File: src/rtl/mem_burst_master.sv
// Burst request master for memory_handshake: one command becomes a run of single-word
// valid/ready memory transactions, with a wrapping address and streamed write/read data.
module mem_burst_master #(
  parameter int WIDTH      = 16,
  parameter int DEPTH      = 16,
  parameter int ADDR_WIDTH = 4
) (
  input  logic                  clk_i,
  input  logic                  rst_i,
  input  logic                  cmd_valid_i,
  output logic                  cmd_ready_o,
  input  logic                  cmd_wr_rd_i,
  input  logic [ADDR_WIDTH-1:0] cmd_addr_i,
  input  logic [ADDR_WIDTH:0]   cmd_len_i,
  input  logic                  wr_valid_i,
  output logic                  wr_ready_o,
  input  logic [WIDTH-1:0]      wr_data_i,
  output logic                  rd_valid_o,
  input  logic                  rd_ready_i,
  output logic [WIDTH-1:0]      rd_data_o,
  output logic [ADDR_WIDTH-1:0] mem_addr_o,
  output logic [WIDTH-1:0]      mem_wdata_o,
  output logic                  mem_wr_rd_o,
  output logic                  mem_valid_o,
  input  logic                  mem_ready_i,
  input  logic [WIDTH-1:0]      mem_rdata_i,
  output logic                  busy_o,
  output logic                  done_o
);

  typedef enum logic [2:0] {IDLE, FETCH, REQ, WAITRD, DONE} state_t;

  state_t                state_q, state_d;
  logic [ADDR_WIDTH-1:0] addr_q, addr_d;
  logic [ADDR_WIDTH:0]   beats_q, beats_d;
  logic                  dir_q, dir_d;
  logic [WIDTH-1:0]      wdata_q, wdata_d;
  logic [WIDTH-1:0]      rdata_q, rdata_d;
  logic                  rd_valid_q, rd_valid_d;
  logic [ADDR_WIDTH-1:0] addr_inc;

  // Address wraps at the last memory location so long bursts revisit locations.
  assign addr_inc = (addr_q == ADDR_WIDTH'(DEPTH - 1)) ? '0 : addr_q + 1'b1;

  always_comb begin
    state_d    = state_q;
    addr_d     = addr_q;
    beats_d    = beats_q;
    dir_d      = dir_q;
    wdata_d    = wdata_q;
    rdata_d    = rdata_q;
    rd_valid_d = rd_valid_q;

    case (state_q)
      IDLE: begin
        if (cmd_valid_i) begin
          addr_d  = cmd_addr_i;
          beats_d = cmd_len_i;
          dir_d   = cmd_wr_rd_i;
          if (cmd_len_i == '0)
            state_d = DONE;
          else if (cmd_wr_rd_i)
            state_d = FETCH;
          else
            state_d = REQ;
        end
      end
      FETCH: begin
        if (wr_valid_i) begin
          wdata_d = wr_data_i;
          state_d = REQ;
        end
      end
      REQ: begin
        if (mem_ready_i) begin
          beats_d = beats_q - 1'b1;
          addr_d  = addr_inc;
          if (dir_q) begin
            state_d = (beats_q == (ADDR_WIDTH+1)'(1)) ? DONE : FETCH;
          end else begin
            rdata_d    = mem_rdata_i;
            rd_valid_d = 1'b1;
            state_d    = WAITRD;
          end
        end
      end
      WAITRD: begin
        if (rd_ready_i) begin
          rd_valid_d = 1'b0;
          state_d    = (beats_q == '0) ? DONE : REQ;
        end
      end
      DONE:    state_d = IDLE;
      default: state_d = IDLE;
    endcase
  end

  always_ff @(posedge clk_i or posedge rst_i) begin
    if (rst_i) begin
      state_q    <= IDLE;
      addr_q     <= '0;
      beats_q    <= '0;
      dir_q      <= 1'b0;
      wdata_q    <= '0;
      rdata_q    <= '0;
      rd_valid_q <= 1'b0;
    end else begin
      state_q    <= state_d;
      addr_q     <= addr_d;
      beats_q    <= beats_d;
      dir_q      <= dir_d;
      wdata_q    <= wdata_d;
      rdata_q    <= rdata_d;
      rd_valid_q <= rd_valid_d;
    end
  end

  assign cmd_ready_o = (state_q == IDLE);
  assign wr_ready_o  = (state_q == FETCH);
  assign mem_valid_o = (state_q == REQ);
  assign busy_o      = (state_q != IDLE);
  assign done_o      = (state_q == DONE);
  assign mem_addr_o  = addr_q;
  assign mem_wdata_o = wdata_q;
  assign mem_wr_rd_o = dir_q;
  assign rd_valid_o  = rd_valid_q;
  assign rd_data_o   = rdata_q;

endmodule

File: config.mk
export PLATFORM = sky130hd
export DESIGN_NAME = mem_burst_master
export DESIGN_NICKNAME = d
export VERILOG_FILES = /design/src/rtl/mem_burst_master.sv
export SDC_FILE = /design/constraint.sdc
export NUM_CORES = 1
export LEC_CHECK = 0
export CAP_MARGIN = 15
export CORE_ASPECT_RATIO = 0.75
export CORE_MARGIN = 1
export CORE_UTILIZATION = 40
export DETAILED_ROUTE_END_ITERATION = 10
export PLACE_DENSITY_LB_ADDON = 0.1
export SLEW_MARGIN = 20
export SYNTH_ARGS = -nofsm -noshare
export SYNTH_HDL_FRONTEND = slang
export SYNTH_SLANG_ARGS = --single-unit
export TNS_END_PERCENT = 50
File: constraint.sdc
create_clock -name clk_i -period 2.5 [get_ports clk_i]
set_clock_uncertainty 0.2 [all_clocks]
set_input_delay 0.75 -clock clk_i [delete_from_list [all_inputs] [get_ports clk_i]]
set_output_delay 0.75 -clock clk_i [all_outputs]
set_load 0.02 [all_outputs]
==> results.toml <==
[run_status]
outcome = "completed"

[clock_tree]
htreeDepth = 2
cts_max_path_buffers = 2
tritoncts = "yes"
clk_pin_slew_worst_paths_ns = 0.08
postCtsSetupBuffers = 0
cts_hold_buf = 0
cts_made_buffers = 5
clock_tree.root_cell = "clkbuf_8"
clock-sinks = 46
clk_latency_ns = 0.30

[timing]
setup_tns_ns = 0
layout_setup_ws_ns = 0.101
whs_ns = 0.310
relSlewSlack_pct = 81.3
setup_viol = 0
hold_viol_final = 0
worstMarginPinSlew_ns = 0.276
max_freq_mhz = 417
period_minus_slack_ns = 2.40
post-route-period-util_pct = 96.0
drv_slew = 0
rsz0062_at_grt = "false"

[floorplan]
num_rows = 23
die_y_um = 66.4
die_w_um = 87.9
fp.coreArea_um2 = 5320
io_pins = 91
start_util_pct = 41.6
die-area_um2 = 5840

[yosys]
syn_nets = 231
synth_top_area_share_pct = 52.0
ys_types = 45
synth_edf_count = 0
yosys.area.top_type = "dfrtp_1"
ys.flop_type = "dfrtp_1"
synthTopCellsByArea = "dfrtp_1, mux2_2, mux2i_1"
synth_top_cells_by_count = "dfrtp_1, mux2_2, inv_1, mux2i_1, o21ai_0"
async_flop_share_pct = 100
synth_area_um2 = 2210
yosysSeqAreaShare_pct = 52.0
synth_cells = 180
syn_avg_cell_area_um2 = 12.3
synth.most_common_cell = "dfrtp_1"
yosysWarnings = 0
synth_seq_cells = 46

[min_path]
worstHoldPathCells = 1
whs_endpoint = "rd_data_o[13]"
min_from = "rd_data_o[13]"
hp-class = "reg -> reg"

[placement]
pre_cts_slack_ns = -0.0298
placedInstanceArea_um2 = 3310
portBuffers = 90
gp_congestion = 0.822
dp_hpwl_mm = 3.91

[critical_path]
crit_fanout = 4
crit_path_end_kind = "output port"
rr_startpoint = "beats_q[0]"
startpoint_type = "flip-flop"
crit_arrival_ns = 1.45
setup.worst_path.class = "reg -> out"
cp.required_ns = 1.55
r2r_slack_ns = 0.46
rr_endpoint = "state_q[2]"
worst_r2r_path_depth = 5

[grt]
grt_first_pass_wirelength_mm = 8.46
grt_max_degree = 47
grtUsageTotal_pct = 19.7
overflow = 0
antenna_found_initial = 0
grt_pass1_vias = 1679

[detailed_routing]
vias_per_cell = 5.12
drc = 0
dr.pass1.iters = 4
final_antenna_net_count = 0
wl_mm = 5.31
dr.first_iter.drc_count = 47
wl_per_cell_um = 14.8
vias = 1843

[pwr]
finalPower_uw = 4350
power_density_nw_per_um2 = 1270
ir_drop_v = 0.000542
leakagePower_uw = 0.00141

[layout]
fin_area_um2 = 3410
multi_input_area_um2 = 972
antenna_cells = 0
syn2layout_area_growth_pct = 54.1
num-nets-final = 335
n_fill_cell = 420
regArea_um2 = 1150
drive_gt1_share_pct = 21.8

[run]
cap_violations = 0
## worst max path at each step
stage | startpoint | endpoint | slack, ns | cells past startpoint
after detailed placement | cmd_len_i[1] | state_q[0] | -0.03 | 4
after CTS | state_q[0] | busy_o | 0.04 | 4
after floorplan | state_q[2] | busy_o | 0.07 | 5
after global placement | cmd_len_i[1] | state_q[0] | 0.02 | 4
after global routing | state_q[0] | busy_o | 0.02 | 4
final | state_q[0] | busy_o | 0.10 | 4
## repair_timing
| action | in CTS | in global routing |
|---|---|---|
| pin swaps | 0 | 0 |
| resized for setup | 5 | 1 |
| setup endpoints to repair | 5 | 2 |
## critical path, stage by stage, from the launching register on
cell and delay, ns:
dfrtp_1 0.44, or2_1 0.25, nor2_2 0.11, inv_1 0.04
dlygate4sd2_1 0.31
## state kept, by name (all words and copies together) (netlist names)
register / count
mem_wdata_o: 16
mem_wr_rd_o: 1
rd_valid_o: 1
beats_q: 5
rd_data_o: 16
mem_addr_o: 4
state_q: 3
## area by class of cell
cell class / instances / area share (%)
clock inverters: 2 / 1.10
inverters: 9 / 0.990
flip-flops and latches: 46 / 33.7
well taps: 75 / 2.75
multi-input cells: 116 / 28.5
repair buffers: 106 / 30.8
clock buffers: 6 / 2.13
## cells by family (layout without fill, tap and decap cells)
group / Yosys count / count (layout) / synth area share, %
compound gates: 29 / 29 / 9.04
fa+ha+maj: 3 / 3 / 1.70
buf+inv: 18 / 123 / 4.24
flops: 46 / 46 / 52.0
mux: 42 / 42 / 20.8
simple gates: 42 / 42 / 12.2
## cells in the final DEF, fill, tap and decap left out, drive strengths merged, types with 2 or more instances in the layout
| cell | Yosys | final |
|---|---|---|
| nand2 | 7 | 7 |
| a31oi | 2 | 2 |
| dfrtp | 46 | 46 |
| ha | 3 | 3 |
| nor4b | 2 | 2 |
| a2bb2oi | 3 | 3 |
| and2b | 2 | 2 |
| nor3b | 3 | 3 |
| clkbuf | 3 | 6 |
| a211oi | 4 | 4 |
| or3 | 2 | 2 |
| mux2 | 33 | 33 |
| nand3 | 2 | 2 |
| clkdlybuf4s50 | 0 | 85 |
| o22ai | 2 | 2 |
| nand4 | 2 | 2 |
| o21ai | 8 | 8 |
| mux2i | 9 | 9 |
| inv | 9 | 9 |
| o211ai | 2 | 2 |
| nor2 | 7 | 7 |
| nor4 | 2 | 2 |
| buf | 6 | 16 |
| and4b | 2 | 2 |
| nor3 | 3 | 3 |
| nand2b | 2 | 2 |
| dlygate4sd2 | 0 | 5 |
## through the flow
step           utilization [%]  instances
2_1_floorplan                -        180
3_3_place_gp              62.1        352
3_5_place_dp              62.1        352
4_1_cts                   64.1        360
5_1_grt                   64.1        360
6_report                  64.1        360
## report_power, final
part	internal, uW	switching, uW	leakage [uW]	total [uW]
Clock	299	263	0.0000514	562
Sequential	1120	258	0.000548	1380
Combinational	1260	1150	0.000807	2410
## per-layer routing
metal / vias up / global-route usage, % / share of wire, %
met1: 893 / 27.2 / 48
met2: 71 / 28.6 / 44
met3: 7 / 5.12 / 7.2
li1: 872 / - / -
met4: 0 / 9.22 / 1.7
met5: - / 0 / 0
Power figures use the tool's default switching activity.
